**config.mk**
```make
export PLATFORM = sky130hd
export DESIGN_NAME = sb_spi_ctrl
export DESIGN_NICKNAME = d
export VERILOG_FILES = /design/src/rtl/sb_spi_ctrl.sv
export SDC_FILE = /design/constraint.sdc
export NUM_CORES = 1
export LEC_CHECK = 0
export BUFFER_PORTS_ARGS = -buffer_cell sky130_fd_sc_hd__clkbuf_2
export CAP_MARGIN = 0
export CORE_AREA = 2 2 71 73
export DETAILED_ROUTE_END_ITERATION = 6
export DIE_AREA = 0 0 73 75
export PLACE_DENSITY = 0.69
export SLEW_MARGIN = 10
export SYNTH_ARGS = -nofsm -noshare
export SYNTH_HDL_FRONTEND = slang
export SYNTH_SLANG_ARGS = --single-unit
export TNS_END_PERCENT = 20
```
**constraint.sdc**
```tcl
create_clock -name clk -period 3.1 [get_ports clk]
set_input_delay 0.155 -clock clk [delete_from_list [all_inputs] [get_ports clk]]
set_output_delay 0.155 -clock clk [all_outputs]
set_load 0.02 [all_outputs]
```
**src/rtl/sb_spi_ctrl.sv**
```systemverilog
// SB_SPI system-bus master: writes the SPI core configuration after reset, then maps byte requests to SB accesses.
// Optional poll timeout with sticky err (bounded by POLL_LIMIT) enabled by defining SB_SPI_CTRL_TIMEOUT_EN.
module sb_spi_ctrl #(
  parameter logic [3:0]  BUS_ADDR74 = 4'b0000,
  parameter logic [7:0]  CR1_VAL    = 8'h80,
  parameter logic [7:0]  CR2_VAL    = 8'hC0,
  parameter logic [7:0]  BR_VAL     = 8'h05,
  parameter logic [3:0]  CS_MASK    = 4'b0001,
  parameter int unsigned POLL_LIMIT = 255
) (
  input  logic       clk,
  input  logic       rst_n,
  output logic       sb_stb,
  output logic       sb_rw,
  output logic [7:0] sb_adr,
  output logic [7:0] sb_dat_w,
  input  logic [7:0] sb_dat_r,
  input  logic       sb_ack,
  input  logic       cmd_valid,
  output logic       cmd_ready,
  input  logic [7:0] cmd_data,
  input  logic       cmd_last,
  output logic       rsp_valid,
  output logic [7:0] rsp_data,
  output logic       init_done,
  output logic       busy,
  output logic       err
);

  localparam logic [3:0] LO_CR0  = 4'h8;
  localparam logic [3:0] LO_CR1  = 4'h9;
  localparam logic [3:0] LO_CR2  = 4'hA;
  localparam logic [3:0] LO_BR   = 4'hB;
  localparam logic [3:0] LO_SR   = 4'hC;
  localparam logic [3:0] LO_TXDR = 4'hD;
  localparam logic [3:0] LO_RXDR = 4'hE;
  localparam logic [3:0] LO_CSR  = 4'hF;
  localparam int unsigned SR_TIP  = 7;
  localparam int unsigned SR_TRDY = 4;
  localparam int unsigned SR_RRDY = 3;

  typedef enum logic [3:0] {
    INIT_CR0, INIT_CR1, INIT_CR2, INIT_BR, INIT_CSR,
    IDLE, CS_ON, POLL_TRDY, WR_TX, POLL_RRDY, RD_RX, RSP, POLL_TIP, CS_OFF
  } state_t;

  state_t     r_state, w_state_nxt;
  logic       r_stb, w_stb_nxt;
  logic       r_rw, w_rw_nxt;
  logic [7:0] r_adr, w_adr_nxt;
  logic [7:0] r_dat_w, w_dat_nxt;
  logic       r_cmd_ready, w_cmd_ready_nxt;
  logic       r_rsp_valid, w_rsp_valid_nxt;
  logic [7:0] r_rsp_data, w_rsp_data_nxt;
  logic       r_init_done, w_init_done_nxt;
  logic       r_busy, w_busy_nxt;
  logic       r_cs_held, w_cs_held_nxt;
  logic [7:0] r_byte, w_byte_nxt;
  logic       r_last, w_last_nxt;

  logic       w_acc, w_acc_rw, w_done, w_poll_ok;
  logic [3:0] w_acc_lo;
  logic [7:0] w_acc_dat;

`ifdef SB_SPI_CTRL_TIMEOUT_EN
  localparam int unsigned CNT_W = ($clog2(POLL_LIMIT + 1) > 8) ? $clog2(POLL_LIMIT + 1) : 8;
  logic [CNT_W-1:0] r_cnt, w_cnt_nxt;
  logic             r_err, w_err_nxt;
`endif

  assign w_done = r_stb & sb_ack;

  // Access each state performs: direction, register and write data.
  always_comb begin
    w_acc     = 1'b1;
    w_acc_rw  = 1'b0;
    w_acc_lo  = LO_SR;
    w_acc_dat = 8'h00;
    case (r_state)
      INIT_CR0: begin w_acc_rw = 1'b1; w_acc_lo = LO_CR0; end
      INIT_CR1: begin w_acc_rw = 1'b1; w_acc_lo = LO_CR1; w_acc_dat = CR1_VAL; end
      INIT_CR2: begin w_acc_rw = 1'b1; w_acc_lo = LO_CR2; w_acc_dat = CR2_VAL; end
      INIT_BR:  begin w_acc_rw = 1'b1; w_acc_lo = LO_BR;  w_acc_dat = BR_VAL; end
      INIT_CSR: begin w_acc_rw = 1'b1; w_acc_lo = LO_CSR; w_acc_dat = 8'h0F; end
      CS_ON:    begin w_acc_rw = 1'b1; w_acc_lo = LO_CSR; w_acc_dat = {4'h0, ~CS_MASK}; end
      WR_TX:    begin w_acc_rw = 1'b1; w_acc_lo = LO_TXDR; w_acc_dat = r_byte; end
      RD_RX:    w_acc_lo = LO_RXDR;
      CS_OFF:   begin w_acc_rw = 1'b1; w_acc_lo = LO_CSR; w_acc_dat = 8'h0F; end
      IDLE, RSP: w_acc = 1'b0;
      default:  ;
    endcase
  end

  always_comb begin
    w_poll_ok = 1'b1;
    case (r_state)
      POLL_TRDY: w_poll_ok = sb_dat_r[SR_TRDY];
      POLL_RRDY: w_poll_ok = sb_dat_r[SR_RRDY];
      POLL_TIP:  w_poll_ok = ~sb_dat_r[SR_TIP];
      default:   ;
    endcase
  end

  // Next state and next values of every registered output.
  always_comb begin
    w_state_nxt     = r_state;
    w_stb_nxt       = r_stb;
    w_rw_nxt        = r_rw;
    w_adr_nxt       = r_adr;
    w_dat_nxt       = r_dat_w;
    w_rsp_valid_nxt = 1'b0;
    w_rsp_data_nxt  = r_rsp_data;
    w_init_done_nxt = r_init_done;
    w_busy_nxt      = r_busy;
    w_cs_held_nxt   = r_cs_held;
    w_byte_nxt      = r_byte;
    w_last_nxt      = r_last;
`ifdef SB_SPI_CTRL_TIMEOUT_EN
    w_cnt_nxt       = r_cnt;
    w_err_nxt       = r_err;
`endif
    if (w_acc && !r_stb) begin
      w_stb_nxt = 1'b1;
      w_rw_nxt  = w_acc_rw;
      w_adr_nxt = {BUS_ADDR74, w_acc_lo};
      w_dat_nxt = w_acc_dat;
    end else if (w_done) begin
      w_stb_nxt = 1'b0;
      case (r_state)
        INIT_CR0:  w_state_nxt = INIT_CR1;
        INIT_CR1:  w_state_nxt = INIT_CR2;
        INIT_CR2:  w_state_nxt = INIT_BR;
        INIT_BR:   w_state_nxt = INIT_CSR;
        INIT_CSR:  begin w_init_done_nxt = 1'b1; w_state_nxt = IDLE; end
        CS_ON:     begin w_cs_held_nxt = 1'b1; w_state_nxt = POLL_TRDY; end
        POLL_TRDY: if (w_poll_ok) w_state_nxt = WR_TX;
        WR_TX:     w_state_nxt = POLL_RRDY;
        POLL_RRDY: if (w_poll_ok) w_state_nxt = RD_RX;
        RD_RX: begin
          w_rsp_valid_nxt = 1'b1;
          w_rsp_data_nxt  = sb_dat_r;
          w_state_nxt     = RSP;
        end
        POLL_TIP:  if (w_poll_ok) w_state_nxt = CS_OFF;
        CS_OFF: begin
          w_cs_held_nxt = 1'b0;
          w_busy_nxt    = 1'b0;
          w_state_nxt   = IDLE;
        end
        default: ;
      endcase
`ifdef SB_SPI_CTRL_TIMEOUT_EN
      // A poll that exhausts its read budget releases CS without a response.
      if (r_state inside {POLL_TRDY, POLL_RRDY, POLL_TIP}) begin
        if (w_poll_ok) begin
          w_cnt_nxt = '0;
        end else if (32'(r_cnt) + 32'd1 >= POLL_LIMIT) begin
          w_cnt_nxt   = '0;
          w_err_nxt   = 1'b1;
          w_state_nxt = CS_OFF;
        end else begin
          w_cnt_nxt = r_cnt + CNT_W'(1);
        end
      end
`endif
    end
    if (r_state == IDLE && cmd_valid && r_cmd_ready) begin
      w_byte_nxt  = cmd_data;
      w_last_nxt  = cmd_last;
      w_busy_nxt  = 1'b1;
      w_state_nxt = r_cs_held ? POLL_TRDY : CS_ON;
    end
    if (r_state == RSP) w_state_nxt = r_last ? POLL_TIP : IDLE;
    w_cmd_ready_nxt = (w_state_nxt == IDLE) & w_init_done_nxt & ~w_stb_nxt;
  end

  always_ff @(posedge clk or negedge rst_n) begin
    if (!rst_n) begin
      r_state     <= INIT_CR0;
      r_stb       <= 1'b0;
      r_rw        <= 1'b0;
      r_adr       <= 8'h00;
      r_dat_w     <= 8'h00;
      r_cmd_ready <= 1'b0;
      r_rsp_valid <= 1'b0;
      r_rsp_data  <= 8'h00;
      r_init_done <= 1'b0;
      r_busy      <= 1'b0;
      r_cs_held   <= 1'b0;
      r_byte      <= 8'h00;
      r_last      <= 1'b0;
    end else begin
      r_state     <= w_state_nxt;
      r_stb       <= w_stb_nxt;
      r_rw        <= w_rw_nxt;
      r_adr       <= w_adr_nxt;
      r_dat_w     <= w_dat_nxt;
      r_cmd_ready <= w_cmd_ready_nxt;
      r_rsp_valid <= w_rsp_valid_nxt;
      r_rsp_data  <= w_rsp_data_nxt;
      r_init_done <= w_init_done_nxt;
      r_busy      <= w_busy_nxt;
      r_cs_held   <= w_cs_held_nxt;
      r_byte      <= w_byte_nxt;
      r_last      <= w_last_nxt;
    end
  end

`ifdef SB_SPI_CTRL_TIMEOUT_EN
  always_ff @(posedge clk or negedge rst_n) begin
    if (!rst_n) begin
      r_cnt <= '0;
      r_err <= 1'b0;
    end else begin
      r_cnt <= w_cnt_nxt;
      r_err <= w_err_nxt;
    end
  end
  assign err = r_err;
`else
  assign err = 1'b0;
`endif

  assign sb_stb    = r_stb;
  assign sb_rw     = r_rw;
  assign sb_adr    = r_adr;
  assign sb_dat_w  = r_dat_w;
  assign cmd_ready = r_cmd_ready;
  assign rsp_valid = r_rsp_valid;
  assign rsp_data  = r_rsp_data;
  assign init_done = r_init_done;
  assign busy      = r_busy;

endmodule

```
==> reports/summary.md, run 1 <==
• **Switching Share** 0.246
• **number of synthesized flops with an enable pin** 0
• **synthesized area per cell** 9.73 um^2
• **CTS hold repair buffers** 0
• **number of maximum-capacitance constraint violations** 0
• **share of total power in sequential cells** 0.578
• **floorplan die area** 5480 um^2
• **number of I/O port buffers** 46
• **post-synthesis cell type with the largest combined area** dfrtp_1
• **overflow left after global routing** 0
• **CP max FO** 17
• **H-tree Lvls** 2
• **Layout Skew** 0.00602 ns
• **placed standard-cell area** 2260 um^2
• **Worst Path Arrival** 2.37 ns
• **number of routed nets with antenna violations** 0
• **clock latency of the later-clocked register in the worst-skew pair** 0.30 ns
• **proportion of power drawn by the clock network** 0.366
• **Inserted Clock Buffers** 5
• **Worst Path Required** 3.30 ns
• **top cells by area in the synthesized netlist** dfrtp_1 (49%), nand2_1 (7.1%), mux2_2 (4.5%), o21ai_0 (3.2%), nor2_1 (2.6%)
• **Highest Clock Rate** 462 MHz
• **number of failing setup endpoints in the final timing report** 0
• **boundary pin count** 52
• **vias in the first global route** 1,657
• **biggest cell delay along the critical path** 0.59 ns
• **setup repair after global routing missed its margin** false
• **leakage** 1.18 nW
• **slew at the pin closest to its max-slew limit** 0.991 ns
• **final weighted congestion in routability-driven placement** 0.933
• **Total GRT Usage** 0.198
• **final worst path period need** 2.17 ns
• **final routed wire length divided by cell count** 16.0 um
• **HPWL after DPL** 3550 um
• **Post-CTS Repair Setup Buffers** 0
• **share of power burned in combinational logic** 0.056
• **library cell contributing the largest single delay on the critical path** dfrtp_1
• **area of the placeable core** 4660 um^2
• **fin area** 2340 um^2
• **Synth Cell Area** 2020 um^2
• **WL final** 4870 um
• **FP Rows** 25
• **drt via density** 5.58
• **Power Internal** 0.692 mW
• **count of cells resized by post-cts repair** 0
• **most common cell in the netlist** dfrtp_1
• **endpoint class of the critical path** register
• **CTS max path bufs** 2
• **number of synthesized register bits** 40
• **worst ir drop on vdd** 0.239 mV
• **cell types with the highest counts after synthesis** dfrtp_1 (40), nand2_1 (38), nor2_1 (14), o21ai_0 (13)
• **iteration count of the initial detailed-routing pass** 4
• **top flip-flop cell by instance count after synthesis** dfrtp_1
• **count of cell types in the netlist** 49
• **sequential fraction of the synthesis area** 0.495
• **YS warnings** 0
• **Setup CP Type** register to register
• **period utilisation layout** 0.698
• **CTS tree** built
• **Setup WS pre-CTS** 0.969 ns
• **Worst Slack Setup Final** 0.935 ns
• **Sinks on Clock Net** 40
• **root buffer cell** clkbuf_8
• **Power Density** 392 nW/um^2
• **number of remaining DRC errors** 0
• **critical-path cell list** nor4bb_4 -> nand3_1 -> nand2b_1 -> o21ai_0 -> nor4_2
• **starting density of the core** 0.434
• **count of routing violations after the opening detailed-route iteration** 120
• **via count** 1,696
• **number of endpoints with negative hold slack in the final report** 0
• **Switch Pwr** 0.226 mW
• **final antenna diode count** 0
• **area fraction of the dominant cell type after synthesis** 0.495
• **Hold/Removal Path Class** primary input to async pin
• **critical path launch point type** register
• **initial antenna violation count** 0
• **proportion of layout cells with a drive suffix above 1** 0.300
• **status** finished clean
• **overall power** 0.917 mW
• **final layout net count** 271
• **maximum number of pins on one net before global-route repair** 41
• **number of instances in the synthesized netlist** 208
• **Synth-to-Final Area Change** 15.5%
• **first-pass GRT wire length** 8150 um
• **Fin Setup TNS** 0 ns
• **final-report max-slew violation count** 0
• **height of the die** 75 um
• **Max-Slew Margin vs Limit** 0.339
• **die width** 73 um
• **Synth async-reset ratio** 1.00
• **clock transition at the registers of the reported paths** 0.08 ns
through the flow:
| step | cells | util | hold WS (ns) |
|---|---|---|---|
| 2_1_floorplan | 212 | - | -0.141 |
| 3_3_place_gp | 297 | 0.484 | 0.349 |
| 3_5_place_dp | 297 | 0.484 | 0.354 |
| 4_1_cts | 304 | 0.501 | 0.0408 |
| 5_1_grt | 304 | 0.501 | 0.0360 |
| 6_report | 304 | 0.501 | 0.0114 |
state kept, by name, indices dropped and copies added (netlist names):
signal	flops
r_last	1
r_state	4
rsp_data	8
r_cs_held	1
busy	1
rsp_valid	1
sb_rw	1
r_byte	8
sb_adr	4
sb_dat_w	8
sb_stb	1
cmd_ready	1
init_done	1
placed cells by master (no fill, tap or decap), types with 3 or more instances in the layout:
| cell type | n |
|---|---|
| mux2_2 | 8 |
| a21oi_1 | 10 |
| dfrtp_1 | 40 |
| conb_1 | 5 |
| o21ai_0 | 13 |
| inv_1 | 7 |
| clkbuf_8 | 5 |
| buf_4 | 3 |
| nor3_1 | 4 |
| nand2_1 | 38 |
| nand2b_1 | 3 |
| nor2_1 | 14 |
| clkbuf_2 | 46 |
| a31oi_1 | 5 |
| a221o_1 | 3 |
final timing paths:
path | slack [ns] | endpoint | from | cells past startpoint
min in group clk | 0.04 | r_byte[5] | cmd_data[5] | 3
hold / removal | 0.01 | sb_adr[1] | rst_n | 1
setup / recovery | 0.93 | cmd_ready | r_state[3] | 5
max in group asynchronous | 2.48 | sb_dat_w[3] | rst_n | 1
hold reg to reg | 0.47 | sb_adr[3] | sb_adr[3] | 1
setup reg to reg | 0.93 | cmd_ready | r_state[3] | 5
worst max-delay path: cells and delay by family, from the launching register on:
family             cells  cell delay [ns]
AOI/OAI and AO/OA      1             0.15
DFF                    1             0.59
and+or+nand+nor        4             1.33
cell type report:
| type | instances | area (um^2) |
|---|---|---|
| Fill cell | 439 | 2320 |
| Sequential cell | 40 | 1000 |
| Multi-Input combinational cell | 145 | 901 |
| Timing Repair Buffer | 49 | 253 |
| Clock buffer | 5 | 68.8 |
| Tap cell | 54 | 67.6 |
| Inverter | 9 | 33.8 |
| Clock inverter | 2 | 12.5 |
cells by family (layout without fill, tap and decap cells):
family	count (synthesis)	in the layout	share of synthesized area
AND/OR/NAND/NOR	74	74	0.184
AO/OA/AOI/OAI	56	56	0.199
other	1	5	0.00185
buffers and inverters	27	65	0.0674
flip-flops	40	40	0.495
multiplexers	8	8	0.0445
XOR/XNOR	2	2	0.00866
power by group through the flow:
stage	Clock, mW	Sequential, mW	Combinational [mW]
floorplan	0	0.539	0.0276
global placement	0	0.540	0.0519
detailed placement	0	0.541	0.0521
CTS	0.343	0.530	0.0523
global route	0.371	0.531	0.0582
finish	0.336	0.530	0.0512
layer usage:
layer	global-route usage	vias up	part of all wire
met3	0.0589	10	0.061
met4	0.0782	0	0.023
met5	0	-	0
li1	-	817	-
met1	0.263	807	0.45
met2	0.307	62	0.47
No activity file was read; power rests on OpenSTA's default activity.
==> run 2: changes to the inputs <==
clock period = 2.2 ns   (was 3.1 ns; I/O delays follow)
==> run 2 against run 1 <==
Effect of this change: routed wire length fell by 2.6%; die area did not move; via count rose by 3.5%; sequential power rose by 40%; cell count rose by 2.6%; worst setup slack got worse by 0.68 ns; clock power rose by 39%; largest cell class unchanged; power rose by 41%; combinational power rose by 62%.
==> reports/summary.md, run 2 (synthesized netlist as in run 1, its figures left out) <==
• **count of routing violations after the opening detailed-route iteration** 195
• **WL final** 4750 um
• **CP max FO** 14
• **Worst Slack Setup Final** 0.251 ns
• **Power Density** 538 nW/um^2
• **slew at the pin closest to its max-slew limit** 0.509 ns
• **drt via density** 5.63
• **Stages on worst setup path** 5
• **critical-path cell list** nor4bb_4 -> and3_1 -> a32o_1 -> a31oi_1 -> nor4_2
• **final weighted congestion in routability-driven placement** 0.890
• **floorplan die area** 5480 um^2
• **critical path buffer and inverter count** 0
• **maximum number of pins on one net before global-route repair** 41
• **final antenna diode count** 0
• **Inserted Clock Buffers** 5
• **H-tree Lvls** 2
• **Synth-to-Final Area Change** 18.6%
• **Total GRT Usage** 0.185
• **Sinks on Clock Net** 40
• **CTS tree** built
• **count of cells resized by post-cts repair** 0
• **placed standard-cell area** 2310 um^2
• **worst ir drop on vdd** 0.452 mV
• **first-pass GRT wire length** 7750 um
• **number of I/O port buffers** 46
• **die width** 73 um
• **library cell contributing the largest single delay on the critical path** dfrtp_1
• **final worst path period need** 1.95 ns
• **Hold/Removal Path Class** primary input to register
• **leakage** 1.21 nW
• **HPWL after DPL** 3500 um
• **overflow left after global routing** 0
• **fin area** 2400 um^2
• **proportion of layout cells with a drive suffix above 1** 0.318
• **Fin Setup TNS** 0 ns
• **number of remaining DRC errors** 0
• **biggest cell delay along the critical path** 0.57 ns
• **final-report max-slew violation count** 0
• **number of routed nets with antenna violations** 0
• **Max-Slew Margin vs Limit** 0.661
• **setup repair after global routing missed its margin** false
• **endpoint class of the critical path** register
• **Worst Path Arrival** 2.14 ns
• **critical path launch point type** register
• **Setup CP Type** register to register
• **FP Rows** 25
• **period utilisation layout** 0.886
• **CTS max path bufs** 2
• **final layout net count** 279
• **Layout Skew** 0.00978 ns
• **worst reg-to-reg setup slack** 0.25 ns
• **height of the die** 75 um
• **Worst Path Required** 2.39 ns
• **status** finished clean
• **iteration count of the initial detailed-routing pass** 4
• **vias in the first global route** 1,576
• **cell depth of the worst min-delay path** 3
• **worst-case hold slack** 0.0147 ns
• **final routed wire length divided by cell count** 15.2 um
• **Highest Clock Rate** 513 MHz
• **clock latency of the later-clocked register in the worst-skew pair** 0.28 ns
• **number of endpoints with negative hold slack in the final report** 0
• **via count** 1,755
• **boundary pin count** 52
• **number of maximum-capacitance constraint violations** 0
• **number of failing setup endpoints in the final timing report** 0
• **Setup WS pre-CTS** 0.325 ns
• **area of the placeable core** 4660 um^2
• **most common cell after layout, fill and taps aside** clkbuf_2
• **kind of cell with the highest combined delay on the critical path** simple AND/OR/NAND/NOR gates
• **initial antenna violation count** 0
• **root buffer cell** clkbuf_8
• **leading cell types in the layout, fill and taps excluded** clkbuf_2 (46), dfrtp_1 (40), nand2_1 (38), nor2_1 (14), o21ai_0 (13)
• **starting density of the core** 0.434
• **clock transition at the registers of the reported paths** 0.08 ns
• **cell depth of the worst flop-to-flop path** 5
## run 2: changes by cell type in the layout (fill, tap and decap cells not counted)
cell	previous run	this run
dlygate4sd3_1	0	1
buf_4	3	10
## run 2: layout make-up
| type | count | area (um^2) |
|---|---|---|
| timing repair buffer | 57 | 315 |
| multi-input combinational | 145 | 901 |
| clock inverter | 2 | 12.5 |
| inverter | 9 | 33.8 |
| clock buffer | 5 | 68.8 |
| fill | 429 | 2260 |
| tap | 54 | 67.6 |
| sequential | 40 | 1000 |
## run 2: timing repair
item	in CTS	in global routing
endpoints found under the hold margin	40	0
setup buffers	0	0
hold buffers	1	0
## run 2: worst reg2reg max path: stages, from the launching register on
cell and delay, ns:
dfrtp_1 0.57, nor4bb_4 0.46, and3_1 0.33, a32o_1 0.15, a31oi_1 0.06, nor4_2 0.27
## run 2: metrics by stage
stage | instances | util | total power, mW
2_1_floorplan | 212 | - | 0.799
3_3_place_gp | 304 | 0.495 | 0.837
3_5_place_dp | 304 | 0.495 | 0.838
4_1_cts | 312 | 0.515 | 1.30
5_1_grt | 312 | 0.515 | 1.35
6_report | 312 | 0.515 | 1.29
## run 2: power breakdown
| part | total [mW] | switching [mW] | internal [mW] |
|---|---|---|---|
| sequential | 0.741 | 0.00313 | 0.738 |
| combinational | 0.0830 | 0.0572 | 0.0258 |
| clock | 0.466 | 0.251 | 0.215 |
## run 2: final timing paths
| check | start | endpoint |
|---|---|---|
| worst min-delay path | cmd_data[5] | r_byte[5] |
| min in group asynchronous | rst_n | r_state[0] |
| worst max-delay path | r_state[3] | cmd_ready |
| worst min register to register | sb_adr[3] | sb_adr[3] |
| worst max register to register | r_state[3] | cmd_ready |
| max in group asynchronous | rst_n | sb_dat_w[1] |
## run 2: layer usage
layer	share of wire	GRT usage	up-vias
met5	0	0	-
met4	0.015	0.0597	0
met3	0.082	0.0469	8
li1	-	-	829
met1	0.44	0.257	831
met2	0.46	0.285	87
